File: src/rtl/spi_frame_pkg.sv
// Shared definitions for the SPI target datagram.
// Frame layout (MSB first on the wire): [39] write flag, [38:32] register
// address, [31:0] register data. The response frame is {status[7:0], rdata[31:0]}.
// Also holds the FSM state encoding used by spi_target.
package spi_frame_pkg;
  localparam int STATUS_WIDTH = 8;

  localparam int WRITE_BIT = 39;
  localparam int ADDR_MSB  = 38;
  localparam int ADDR_LSB  = 32;
  localparam int DATA_MSB  = 31;
  localparam int DATA_LSB  = 0;

  typedef enum logic [1:0] {
    IDLE  = 2'd0,
    SHIFT = 2'd1,
    DONE  = 2'd2
  } state_t;
endpackage

File: src/rtl/spi_target_sync_edge.sv
// sync_edge: 2-FF synchronizer for an asynchronous input, followed by a
// rise/fall detector on the synchronized level.
// Ports:
//   clk_in    - system clock
//   rst_n_in  - asynchronous active-low reset (all flops load RST_VAL)
//   d_in      - asynchronous input
//   rise_out  - one-cycle pulse on a synchronized 0->1 transition
//   fall_out  - one-cycle pulse on a synchronized 1->0 transition
// RST_VAL should be the idle level of the input so that leaving reset does
// not fabricate an edge.
module sync_edge #(
  parameter logic RST_VAL = 1'b0
) (
  input  logic clk_in,
  input  logic rst_n_in,
  input  logic d_in,
  output logic rise_out,
  output logic fall_out
);
  logic meta_q, sync_q, prev_q;
  logic meta_d, sync_d, prev_d;

  always_comb begin
    meta_d = d_in;
    sync_d = meta_q;
    prev_d = sync_q;
  end

  always_ff @(posedge clk_in or negedge rst_n_in) begin
    if (!rst_n_in) begin
      meta_q <= RST_VAL;
      sync_q <= RST_VAL;
      prev_q <= RST_VAL;
    end else begin
      meta_q <= meta_d;
      sync_q <= sync_d;
      prev_q <= prev_d;
    end
  end

  assign rise_out =  sync_q & ~prev_q;
  assign fall_out = ~sync_q &  prev_q;
endmodule

File: src/rtl/spi_target.sv
// spi_target: SPI mode-3 target for the 40-bit {rw, addr, data} datagram.
// A committed frame raises rd_strobe_out (and wr_strobe_out for writes) for
// one cycle; the read data captured the cycle after the strobe is returned,
// together with the status byte sampled at frame start, on the next frame.
// Ports:
//   clk_in, reset_n_in          - system clock, async active-low reset
//   sck_in, cs_n_in, serial_in  - SPI clock (idles high), chip select, MOSI
//   serial_out, serial_out_en   - MISO data and drive enable
//   status_in, rd_data_in       - response status byte and register read data
//   reg_addr_out, reg_wdata_out - address / write data of last committed frame
//   wr_strobe_out, rd_strobe_out- one-cycle commit pulses
//   r_busy_out                  - frame in progress
//   err_clr_in, err_count_out   - only with SPI_TARGET_ERRCNT_EN defined:
//                                 saturating count of aborted/overrun frames
module spi_target
  import spi_frame_pkg::*;
#(
  parameter int SIZE       = 40,
  parameter int ADDR_WIDTH = 7,
  parameter int DATA_WIDTH = 32
) (
  input  logic                    clk_in,
  input  logic                    reset_n_in,
  input  logic                    sck_in,
  input  logic                    cs_n_in,
  input  logic                    serial_in,
  output logic                    serial_out,
  output logic                    serial_out_en,
  input  logic [STATUS_WIDTH-1:0] status_in,
  input  logic [DATA_WIDTH-1:0]   rd_data_in,
`ifdef SPI_TARGET_ERRCNT_EN
  input  logic                    err_clr_in,
  output logic [15:0]             err_count_out,
`endif
  output logic [ADDR_WIDTH-1:0]   reg_addr_out,
  output logic [DATA_WIDTH-1:0]   reg_wdata_out,
  output logic                    wr_strobe_out,
  output logic                    rd_strobe_out,
  output logic                    r_busy_out
);
  // bit_cnt saturates at SIZE+1 so an overrun stays distinguishable from SIZE
  localparam int                CNT_W    = $clog2(SIZE + 2);
  localparam logic [CNT_W-1:0]  CNT_FULL = CNT_W'(SIZE);
  localparam logic [CNT_W-1:0]  CNT_SAT  = CNT_W'(SIZE + 1);

  logic sck_rise, sck_fall, cs_rise, cs_fall;

  sync_edge #(.RST_VAL(1'b1)) u_sck_sync (
    .clk_in(clk_in), .rst_n_in(reset_n_in), .d_in(sck_in),
    .rise_out(sck_rise), .fall_out(sck_fall)
  );

  sync_edge #(.RST_VAL(1'b1)) u_cs_sync (
    .clk_in(clk_in), .rst_n_in(reset_n_in), .d_in(cs_n_in),
    .rise_out(cs_rise), .fall_out(cs_fall)
  );

  // MOSI takes the same 2-FF latency as SCK so it lines up with sck_rise
  logic sin_meta_q, sin_sync_q, sin_meta_d, sin_sync_d;

  state_t                  state_q, state_d;
  logic [CNT_W-1:0]        bit_cnt_q, bit_cnt_d;
  logic [SIZE-1:0]         rx_q, rx_d;
  logic [SIZE-1:0]         tx_q, tx_d;
  logic                    so_q, so_d;
  logic                    so_en_q, so_en_d;
  logic                    busy_q, busy_d;
  logic [ADDR_WIDTH-1:0]   addr_q, addr_d;
  logic [DATA_WIDTH-1:0]   wdata_q, wdata_d;
  logic                    wr_stb_q, wr_stb_d;
  logic                    rd_stb_q, rd_stb_d;
  logic [DATA_WIDTH-1:0]   rbuf_q, rbuf_d;
  logic                    ld_buf_q, ld_buf_d;   // post-commit cycle
  logic                    pend_q, pend_d;       // CS fell while not startable

  always_comb begin
    sin_meta_d = serial_in;
    sin_sync_d = sin_meta_q;

    state_d   = state_q;
    bit_cnt_d = bit_cnt_q;
    rx_d      = rx_q;
    tx_d      = tx_q;
    so_d      = so_q;
    so_en_d   = so_en_q;
    busy_d    = busy_q;
    addr_d    = addr_q;
    wdata_d   = wdata_q;
    wr_stb_d  = 1'b0;
    rd_stb_d  = 1'b0;
    rbuf_d    = rbuf_q;
    ld_buf_d  = 1'b0;
    pend_d    = pend_q;

    // Write frames refresh the buffer too, so the next frame always returns
    // data for the most recently committed address.
    if (ld_buf_q) rbuf_d = rd_data_in;

    case (state_q)
      IDLE: begin
        if (cs_rise) pend_d = 1'b0;
        // Not startable in the post-commit cycle: rbuf_q is still stale.
        if ((cs_fall || pend_q) && !cs_rise && !ld_buf_q) begin
          state_d   = SHIFT;
          tx_d      = {status_in, rbuf_q};
          so_d      = status_in[STATUS_WIDTH-1];
          so_en_d   = 1'b1;
          busy_d    = 1'b1;
          bit_cnt_d = '0;
          pend_d    = 1'b0;
        end else if (cs_fall) begin
          pend_d = 1'b1;
        end
      end
      SHIFT: begin
        if (cs_rise) begin
          state_d = DONE;
          so_en_d = 1'b0;
          so_d    = 1'b0;
          busy_d  = 1'b0;
        end else begin
          if (sck_rise) begin
            rx_d = {rx_q[SIZE-2:0], sin_sync_q};
            if (bit_cnt_q != CNT_SAT) bit_cnt_d = bit_cnt_q + 1'b1;
          end
          // Mode 3: the first falling edge precedes any sample and must keep
          // the MSB on the line; later falls advance to the next bit.
          if (sck_fall && bit_cnt_q != '0) begin
            tx_d = {tx_q[SIZE-2:0], 1'b0};
            so_d = tx_q[SIZE-2];
          end
        end
      end
      DONE: begin
        state_d = IDLE;
        if (cs_fall) pend_d = 1'b1;
        if (bit_cnt_q == CNT_FULL) begin
          addr_d   = rx_q[ADDR_MSB:ADDR_LSB];
          rd_stb_d = 1'b1;
          ld_buf_d = 1'b1;
          if (rx_q[WRITE_BIT]) begin
            wdata_d  = rx_q[DATA_MSB:DATA_LSB];
            wr_stb_d = 1'b1;
          end
        end
      end
      default: state_d = IDLE;
    endcase
  end

  always_ff @(posedge clk_in or negedge reset_n_in) begin
    if (!reset_n_in) begin
      sin_meta_q <= 1'b0;
      sin_sync_q <= 1'b0;
      state_q    <= IDLE;
      bit_cnt_q  <= '0;
      rx_q       <= '0;
      tx_q       <= '0;
      so_q       <= 1'b0;
      so_en_q    <= 1'b0;
      busy_q     <= 1'b0;
      addr_q     <= '0;
      wdata_q    <= '0;
      wr_stb_q   <= 1'b0;
      rd_stb_q   <= 1'b0;
      rbuf_q     <= '0;
      ld_buf_q   <= 1'b0;
      pend_q     <= 1'b0;
    end else begin
      sin_meta_q <= sin_meta_d;
      sin_sync_q <= sin_sync_d;
      state_q    <= state_d;
      bit_cnt_q  <= bit_cnt_d;
      rx_q       <= rx_d;
      tx_q       <= tx_d;
      so_q       <= so_d;
      so_en_q    <= so_en_d;
      busy_q     <= busy_d;
      addr_q     <= addr_d;
      wdata_q    <= wdata_d;
      wr_stb_q   <= wr_stb_d;
      rd_stb_q   <= rd_stb_d;
      rbuf_q     <= rbuf_d;
      ld_buf_q   <= ld_buf_d;
      pend_q     <= pend_d;
    end
  end

  assign serial_out    = so_q;
  assign serial_out_en = so_en_q;
  assign r_busy_out    = busy_q;
  assign reg_addr_out  = addr_q;
  assign reg_wdata_out = wdata_q;
  assign wr_strobe_out = wr_stb_q;
  assign rd_strobe_out = rd_stb_q;

`ifdef SPI_TARGET_ERRCNT_EN
  logic [15:0] err_cnt_q, err_cnt_d;

  always_comb begin
    err_cnt_d = err_cnt_q;
    if (err_clr_in)
      err_cnt_d = '0;
    else if (state_q == DONE && bit_cnt_q != CNT_FULL && err_cnt_q != 16'hFFFF)
      err_cnt_d = err_cnt_q + 16'd1;
  end

  always_ff @(posedge clk_in or negedge reset_n_in) begin
    if (!reset_n_in) err_cnt_q <= '0;
    else             err_cnt_q <= err_cnt_d;
  end

  assign err_count_out = err_cnt_q;
`endif
endmodule

File: config.mk
export PLATFORM = sky130hd
export DESIGN_NAME = spi_target
export DESIGN_NICKNAME = d
export VERILOG_FILES = /design/src/rtl/spi_frame_pkg.sv /design/src/rtl/spi_target_sync_edge.sv /design/src/rtl/spi_target.sv
export SDC_FILE = /design/constraint.sdc
export NUM_CORES = 1
export LEC_CHECK = 0
export CELL_PAD_IN_SITES_DETAIL_PLACEMENT = 2
export CELL_PAD_IN_SITES_GLOBAL_PLACEMENT = 2
export CORE_MARGIN = 5
export CORE_UTILIZATION = 25
export CTS_CLUSTER_SIZE = 8
export DETAILED_ROUTE_END_ITERATION = 8
export PLACE_DENSITY_LB_ADDON = 0.1
export SLEW_MARGIN = 20
export SYNTH_ARGS = -nofsm -noshare
export SYNTH_HDL_FRONTEND = slang
export SYNTH_SLANG_ARGS = --single-unit
File: constraint.sdc
create_clock -name clk_in -period 4.73 [get_ports clk_in]
set_clock_uncertainty 0.2 [all_clocks]
set_input_delay 0.946 -clock clk_in [delete_from_list [all_inputs] [get_ports clk_in]]
set_output_delay 0.946 -clock clk_in [all_outputs]
set_load 0.05 [all_outputs]
==> results.py, run 1 <==
metrics = {
    "critical_path": {
        "cp_top_family": "buffers and inverters",
        "slowest_delay_ns": 0.95,
        "path_max_fanout": 36,
        "crit_path_end_kind": "output pin",
        "reg2reg_slack_ns": 1.75,
        "reg2reg_to": "tx_q[23]$_DFFE_PN0P_",
        "start_kind": "register",
        "path_buf_inv": 1,
        "crit_arrival_ns": 2.24,
        "crit_type": "reg2out",
        "crit_cells": 1,
        "crit_path_top_delay_cell": "clkdlybuf4s50_1",
        "crit_path_cell_trace": "clkdlybuf4s50_1",
        "endpoint": "rd_strobe_out",
        "r2r-start": "ld_buf_q$_DFF_PN0_",
        "required_ns": 3.58,
        "crit_path_start": "ld_buf_q$_DFF_PN0_",
        "reg2reg_depth": 5,
    },
    "detailed_routing": {
        "vias": 4630,
        "drtIter0Drc": 131,
        "ant_nets": 0,
        "viasPerCell": 4.27,
        "route.detailed.drc": 0,
        "first_pass_iters": 4,
        "wl_um": 17000,
        "wl_per_cell_um": 15.6,
    },
    "final_layout": {
        "final_nets": 744,
        "area_delta_synth_final_pct": 26.0,
        "antenna_cells": 0,
        "seq_area_mm2": 0.00429,
        "fill_cells": 3024,
        "finalNonFillerCells": 1084,
        "drive_above_1_share_pct": 20.5,
        "multi_input_area_mm2": 0.00254,
    },
    "clock_network": {
        "cts_tree": "yes",
        "root_buffer": "clkbuf_16",
        "cts_resized": 0,
        "hold_buffers": 0,
        "numCtsBuffers": 17,
        "htreeDepth": 4,
        "cts_buffer_depth": 2,
        "cts_setup_buffers": 0,
        "cts.sinks": 171,
        "path_clk_slew_ns": 0.07,
        "clk_latency_ns": 0.42,
    },
    "sta": {
        "rsz0062_at_grt": "no",
        "tns_ns": 0,
        "min_period_ns": 3.39,
        "worst_slew_pin_slew_ns": 0.988,
        "hold_viol_final": 0,
        "finalCritPeriodShare_pct": 71.6,
        "slew_viol_final": 0,
        "finalSetupViolCount": 0,
        "hold_ws_ns": 0.155,
        "max_freq_ghz": 0.295,
        "max_slew_margin_pct": 34.0,
    },
    "power": {
        "power_density_mw_per_mm2": 383,
        "ir_drop_mv": 0.232,
        "p_leak_uw": 0.00443,
        "p_sw_share_pct": 27.0,
        "pwr-share-clk_pct": 41.6,
        "internal_power_uw": 2480,
        "seqPwrFrac_pct": 47.0,
        "p_comb_share_pct": 11.4,
        "p_switching_uw": 917,
    },
    "synthesis": {
        "synth_xor_area_share_pct": 0,
        "synth-edff-count": 0,
        "yosys.area_share.simple_pct": 14.5,
        "syn_nets": 665,
        "ys_async_sr_fraction_pct": 100,
        "synth.top_cell.area_share_pct": 58.7,
        "post_synth.cell_area_avg_um2": 11.4,
        "ys.flop_type": "dfrtp_1",
        "yosysTopAreaCell": "dfrtp_1",
        "netlist_area_mm2": 0.00703,
        "synth_top_family_by_area": "multiplexers",
        "synth.area.top_cells": "dfrtp_1 59%, mux2_2 15%, nand2_1 13%, dfstp_2 2.2%, mux2_1 2.1%",
        "synth_commonest_cells": "238 x nand2_1, 165 x dfrtp_1, 96 x mux2_2",
        "synth_compound_area_share_pct": 2.67,
        "syn_inst": 615,
        "synthAdderAreaFrac_pct": 0.890,
        "synth.distinct_cells": 41,
        "muxShareOfSynthArea_pct": 17.7,
        "yosysMostFrequentCell": "nand2_1",
        "yosysWarnings": 0,
        "synth-seq-cells": 171,
        "yosysSeqAreaShare_pct": 61.0,
    },
    "global_route": {
        "grt_use_total_pct": 11.5,
        "grt_max_degree": 105,
        "first_global_vias": 5485,
        "grt-ovfl-total": 0,
        "antenna_found_initial": 0,
        "grt_pass1_wl_um": 28900,
    },
    "place": {
        "dp_hpwl_um": 11000,
        "place_congestion": 0.686,
        "dpl.cell_count": 1053,
        "io_buffers": 88,
    },
    "run_status": {
        "outcome": "completed",
    },
    "worst_hold_path": {
        "hold_path.class": "reg2reg",
        "min_from": "sin_meta_q$_DFF_PN0_",
    },
    "floorplanning": {
        "die_h_um": 178,
        "start_util_pct": 25.3,
        "core_mm2": 0.0278,
        "die_x_um": 178,
        "num_rows": 61,
        "ios": 89,
        "die_area_mm2": 0.0316,
    },
    "flow_run": {
        "drv_cap": 0,
    },
}
-- final cells by class --
class	instances	share of cell area (%)
Clock buffer	19	5.00
Clock inverter	12	1.55
Inverter	11	0.466
Multi-Input combinational cell	400	28.7
Sequential cell	171	48.4
Tap cell	378	5.34
Timing Repair Buffer	93	10.5
-- layout by cell type, fill, tap and decap left out, types with 4 or more instances in the layout --
| cell type | count |
|---|---|
| clkbuf_16 | 17 |
| buf_4 | 4 |
| nand2_1 | 238 |
| clkdlybuf4s50_1 | 87 |
| inv_6 | 4 |
| nand3_1 | 4 |
| inv_1 | 11 |
| dfrtp_1 | 164 |
| o21ai_0 | 7 |
| nor2_1 | 4 |
| mux2_1 | 13 |
| ha_1 | 5 |
| dfstp_2 | 6 |
| mux2_2 | 96 |
-- power groups by stage --
stage          combinational, uW  clock (uW)  sequential (uW)
2_1_floorplan                230           0             1630
3_3_place_gp                 390           0             1620
3_5_place_dp                 404           0             1630
4_1_cts                      405        1480             1600
5_1_grt                      435        1540             1610
6_report                     387        1410             1600
-- state kept, by name (all words and copies together) (netlist names) --
signal / count
reg_addr_out: 7
u_sck_sync.meta_q: 1
tx_q: 39
u_cs_sync.prev_q: 1
r_busy_out: 1
u_sck_sync.prev_d: 1
ld_buf_q: 1
pend_q: 1
rx_q: 40
bit_cnt_q: 6
state_q: 2
reg_wdata_out: 32
sin_meta_q: 1
u_cs_sync.meta_q: 1
wr_strobe_out: 1
sin_sync_q: 1
serial_out: 1
u_sck_sync.prev_q: 1
rbuf_q: 32
u_cs_sync.prev_d: 1
-- through the flow --
stage	power (uW)	area, um^2	worst slack, ns	util, %
floorplan	1860	7030	2.42	-
global placement	2010	8280	1.67	29.8
detailed placement	2030	8280	1.62	29.8
CTS	3480	8860	1.19	31.9
global route	3580	8860	1.18	31.9
finish	3400	8860	1.34	31.9
-- kinds of logic after synthesis --
group           after synthesis
mux                         111
flops                       171
fa+ha+maj                     5
compound gates               26
simple gates                258
buf+inv                      44
-- routing by layer --
layer,part of all wire (%),GRT usage [%],vias up,wire length [um]
met1,44,13.6,2386,7380
met3,4.9,3.69,18,831
li1,-,-,2159,-
met4,1.2,3.38,0,211
met2,50,20.2,67,8540
met5,0,0,-,0
-- worst min path at each step --
stage / to / slack (ns) / cells past startpoint
after floorplan: sin_sync_q$_DFF_PN0_ / 0.13 / 0
after global placement: sin_sync_q$_DFF_PN0_ / 0.13 / 0
after detailed placement: sin_sync_q$_DFF_PN0_ / 0.14 / 0
after CTS: u_sck_sync.prev_d$_DFF_PN1_ / 0.16 / 0
after global routing: u_sck_sync.prev_d$_DFF_PN1_ / 0.16 / 0
final: sin_sync_q$_DFF_PN0_ / 0.16 / 0
Power figures use the tool's default switching activity.
==> run 2: changes to the inputs <==
Clock period 4.73 ns to 2.8 ns, I/O delays scaled along.
==> results.py, run 2 (synthesis results as in run 1) <==
metrics = {
    "clock_network": {
        "cts_tree": "yes",
        "cts_resized": 0,
        "path_clk_slew_ns": 0.07,
        "cts_buffer_depth": 2,
        "clk_latency_ns": 0.42,
        "cts.sinks": 171,
        "htreeDepth": 4,
        "root_buffer": "clkbuf_16",
        "numCtsBuffers": 17,
    },
    "worst_hold_path": {
        "hold_path.class": "reg2reg",
        "min_path_cells": 0,
        "min_to": "sin_sync_q$_DFF_PN0_",
        "min_from": "sin_meta_q$_DFF_PN0_",
    },
    "final_layout": {
        "final_nets": 751,
        "drive_above_1_share_pct": 21.5,
        "layout_common_cells": "238 x nand2_1, 164 x dfrtp_1, 96 x mux2_2",
        "largest_reg_flops": 40,
        "top_register": "rx_q",
        "final_common_cell": "nand2_1",
        "design_area_mm2": 0.00896,
        "reg_top3": "rx_q x40, tx_q x39",
        "area_delta_synth_final_pct": 27.5,
        "finalNonFillerCells": 1091,
        "antenna_cells": 0,
    },
    "detailed_routing": {
        "viasPerCell": 4.30,
        "wl_per_cell_um": 15.6,
        "route.detailed.drc": 0,
        "vias": 4689,
        "wl_met3_um": 715,
        "wl_met2_um": 8590,
        "drtIter0Drc": 148,
        "wl_um": 17000,
        "first_pass_iters": 4,
        "route.top_layer_used": "met4",
        "met1_length_um": 7610,
        "ant_nets": 0,
    },
    "sta": {
        "hold_viol_final": 0,
        "max_slew_margin_pct": 57.6,
        "finalSetupViolCount": 0,
        "rsz0062_at_grt": "no",
        "worst_slew_pin_slew_ns": 0.634,
        "min_period_ns": 2.45,
        "finalCritPeriodShare_pct": 87.7,
        "max_freq_ghz": 0.407,
        "slew_viol_final": 0,
        "tns_ns": 0,
    },
    "place": {
        "place_congestion": 0.750,
        "io_buffers": 88,
        "placed_area_mm2": 0.00834,
        "dp_hpwl_um": 11200,
        "dpl.cell_count": 1059,
    },
    "critical_path": {
        "crit_path_cell_trace": "clkdlybuf4s50_1",
        "crit_path_top_delay_cell": "clkdlybuf4s50_1",
        "slowest_delay_ns": 0.84,
        "reg2reg_depth": 6,
        "start_kind": "register",
        "required_ns": 2.04,
        "reg2reg_slack_ns": 0.43,
        "reg2reg_to": "tx_q[3]$_DFFE_PN0P_",
        "crit_arrival_ns": 1.69,
        "crit_type": "reg2out",
        "r2r-start": "u_cs_sync.prev_q$_DFF_PN1_",
        "path_max_fanout": 3,
        "crit_path_end_kind": "output pin",
        "cp_top_family": "buffers and inverters",
        "path_buf_inv": 1,
    },
    "floorplanning": {
        "core_mm2": 0.0278,
        "ios": 89,
        "die_x_um": 178,
        "die_h_um": 178,
        "num_rows": 61,
        "die_area_mm2": 0.0316,
        "start_util_pct": 25.3,
    },
    "global_route": {
        "grt_max_degree": 80,
        "grt_pass1_wl_um": 29000,
        "grt-ovfl-total": 0,
        "antenna_found_initial": 0,
        "first_global_vias": 5523,
        "grt_use_total_pct": 11.5,
    },
    "flow_run": {
        "drv_cap": 0,
    },
    "power": {
        "power_density_mw_per_mm2": 651,
        "p_leak_uw": 0.00449,
        "ir_drop_mv": 0.345,
    },
    "run_status": {
        "outcome": "completed",
    },
}
## run 2: changes by cell type in the layout (fill, tap and decap cells not counted), sizes merged
cell           previous run  this run
clkdlybuf4s50            87        86
dlygate4sd3               0         1
clkinv                    4         2
inv                      15        19
buf                       5        13
clkbuf                   20        17
## run 2: layer usage
layer | up-vias | global-route usage, %
met3 | 7 | 3.34
met1 | 2429 | 13.8
met2 | 69 | 20.3
met4 | 0 | 3.00
li1 | 2184 | -
met5 | - | 0
## run 2: repair_timing
| item | in CTS | in global routing |
|---|---|---|
| hold buffers | 1 | 0 |
| setup buffers | 0 | 0 |
| endpoints found under the hold margin | 29 | 0 |
## run 2: through the flow
step                      power, uW  hold slack, ns  util [%]  setup slack [ns]
after detailed placement       3450           0.144      30.0             0.425
after CTS                      5970           0.161      32.3             0.303
after floorplan                3140          0.0644         -             0.495
after global placement         3420           0.138      30.0             0.508
final                          5830           0.155      32.3             0.345
after global routing           6150           0.165      32.3             0.276
## run 2: final cells by class
| type | instances | area (um^2) |
|---|---|---|
| Clock inverter | 14 | 180 |
| Tap cell | 378 | 473 |
| Timing Repair Buffer | 100 | 1010 |
| Fill cell | 2960 | 18800 |
| Clock buffer | 17 | 425 |
| Multi-Input combinational cell | 400 | 2540 |
| Inverter | 11 | 41.3 |
| Sequential cell | 171 | 4290 |
## run 2: how the worst max path moves through the flow
stage                     slack, ns  depth (start not counted)                        from                   end
after global routing           0.28                          1      r_busy_out$_DFFE_PN0P_            r_busy_out
final                          0.35                          1      r_busy_out$_DFFE_PN0P_            r_busy_out
after CTS                      0.30                          1      r_busy_out$_DFFE_PN0P_            r_busy_out
after floorplan                0.49                          7          ld_buf_q$_DFF_PN0_  tx_q[29]$_DFFE_PN0P_
after global placement         0.51                          6  u_cs_sync.prev_q$_DFF_PN1_   tx_q[7]$_DFFE_PN0P_
after detailed placement       0.43                          6  u_cs_sync.prev_q$_DFF_PN1_   tx_q[3]$_DFFE_PN0P_
## run 2: power by group
group	internal (uW)	leakage (uW)	switching (uW)
registers	2590	0.00234	105
logic	268	0.00186	411
clock network	1360	0.000291	1090
==> run 3: changes to the inputs <==
Settings changed: CORE_ASPECT_RATIO set to 0.5.
==> results.py, run 3 (synthesis results as in run 1) <==
metrics = {
    "run_status": {
        "outcome": "completed",
    },
    "detailed_routing": {
        "drtIter0Drc": 192,
        "route.top_layer_used": "met4",
        "route.detailed.drc": 0,
        "wl_met2_um": 8310,
        "wl_um": 16900,
        "met1_length_um": 7820,
        "vias": 4669,
        "wl_per_cell_um": 15.4,
        "viasPerCell": 4.25,
        "wl_met3_um": 493,
        "ant_nets": 0,
        "first_pass_iters": 4,
    },
    "clock_network": {
        "root_buffer": "clkbuf_16",
        "cts_buffer_depth": 2,
        "numCtsBuffers": 17,
        "cts_tree": "yes",
        "clk_latency_ns": 0.44,
        "path_clk_slew_ns": 0.07,
        "cts.sinks": 171,
        "htreeDepth": 4,
    },
    "final_layout": {
        "drive_above_1_share_pct": 22.0,
        "multi_input_area_mm2": 0.00254,
        "final_common_cell": "nand2_1",
        "top_register": "rx_q",
        "fill_cells": 2926,
        "finalNonFillerCells": 1099,
        "seq_area_mm2": 0.00429,
        "area_delta_synth_final_pct": 27.8,
        "reg_top3": "rx_q x40, tx_q x39",
        "largest_reg_flops": 40,
        "layout_common_cells": "238 x nand2_1, 164 x dfrtp_1, 96 x mux2_2",
        "antenna_cells": 0,
        "final_nets": 754,
    },
    "sta": {
        "hold_ws_ns": 0.156,
        "finalSetupViolCount": 0,
        "max_freq_ghz": 0.414,
        "tns_ns": 0,
        "slew_viol_final": 0,
        "hold_viol_final": 0,
        "worst_slew_pin_slew_ns": 0.542,
        "max_slew_margin_pct": 63.7,
        "rsz0062_at_grt": "no",
        "finalCritPeriodShare_pct": 86.2,
        "min_period_ns": 2.41,
    },
    "floorplanning": {
        "core_mm2": 0.0277,
        "die_x_um": 247,
        "die_h_um": 129,
        "ios": 89,
        "start_util_pct": 25.4,
        "die_area_mm2": 0.0318,
        "num_rows": 43,
    },
    "critical_path": {
        "crit_path_start": "serial_out$_DFFE_PN0P_",
        "r2r-start": "u_cs_sync.prev_q$_DFF_PN1_",
        "path_max_fanout": 2,
        "crit_path_top_delay_cell": "clkdlybuf4s50_1",
        "required_ns": 2.04,
        "cp_top_family": "buffers and inverters",
        "crit_arrival_ns": 1.65,
        "crit_type": "reg2out",
        "crit_cells": 1,
        "reg2reg_depth": 6,
        "slowest_delay_ns": 0.83,
        "reg2reg_to": "tx_q[7]$_DFFE_PN0P_",
        "reg2reg_slack_ns": 0.40,
        "crit_path_end_kind": "output pin",
        "crit_path_cell_trace": "clkdlybuf4s50_1",
        "path_buf_inv": 1,
        "start_kind": "register",
        "endpoint": "serial_out",
    },
    "place": {
        "place_congestion": 0.697,
        "dp_hpwl_um": 10800,
        "dpl.cell_count": 1066,
        "io_buffers": 88,
    },
    "global_route": {
        "first_global_vias": 5412,
        "grt_max_degree": 52,
        "grt_pass1_wl_um": 28600,
        "grt-ovfl-total": 0,
        "grt_use_total_pct": 11.5,
        "antenna_found_initial": 0,
    },
    "flow_run": {
        "drv_cap": 0,
    },
    "worst_hold_path": {
        "hold_path.class": "reg2reg",
    },
    "power": {
        "p_leak_uw": 0.00450,
        "ir_drop_mv": 0.426,
        "finalPower_uw": 5780,
        "power_density_mw_per_mm2": 644,
    },
}
run 3: cell count changes in the layout (fill, tap and decap cells not counted), sizes merged:
cell	delta
inv	+1
clkinvlp	+1
clkbuf	+1
bufinv	-1
buf	+2
run 3: area by class of cell:
type	count	area share, %
sequential	171	47.7
tap	382	5.32
clock buffer	17	4.74
multi-input combinational	400	28.3
timing repair buffer	103	11.7
clock inverter	15	1.74
inverter	11	0.460
run 3: repair_timing:
item                      4_1_cts  5_1_grt
hold buffers                    1        0
resized for setup               0        0
hold endpoints to repair       41        0
setup buffers                   0        0
run 3: power by group:
group / total [uW] / switching, uW / internal (uW)
sequential: 2690 / 101 / 2590
combinational: 691 / 416 / 276
clock: 2400 / 1130 / 1260
total: 5780 / 1650 / 4130
run 3: stage by stage:
step / setup WS (ns) / utilization, % / area [um^2]
after floorplan: 0.495 / - / 7030
after global placement: 0.484 / 30.3 / 8390
after detailed placement: 0.383 / 30.3 / 8390
after CTS: 0.324 / 32.4 / 8980
after global routing: 0.318 / 32.4 / 8980
final: 0.386 / 32.4 / 8980
run 3: how the worst min path moves through the flow:
stage | to | depth (start not counted) | from | slack, ns
finish | sin_sync_q$_DFF_PN0_ | 0 | sin_meta_q$_DFF_PN0_ | 0.16
global route | u_sck_sync.prev_d$_DFF_PN1_ | 0 | u_sck_sync.meta_q$_DFF_PN1_ | 0.16
CTS | u_sck_sync.prev_d$_DFF_PN1_ | 0 | u_sck_sync.meta_q$_DFF_PN1_ | 0.16
detailed placement | sin_sync_q$_DFF_PN0_ | 0 | sin_meta_q$_DFF_PN0_ | 0.15
global placement | sin_sync_q$_DFF_PN0_ | 0 | sin_meta_q$_DFF_PN0_ | 0.14
floorplan | bit_cnt_q[0]$_DFFE_PN0P_ | 0 | reset_n_in | 0.06
run 3: layer usage:
layer  vias up  global-route usage, %
met5         -                      0
met4         0                   4.72
met3        18                   3.05
met2        35                   19.4
met1      2432                   14.0
li1       2184                      -
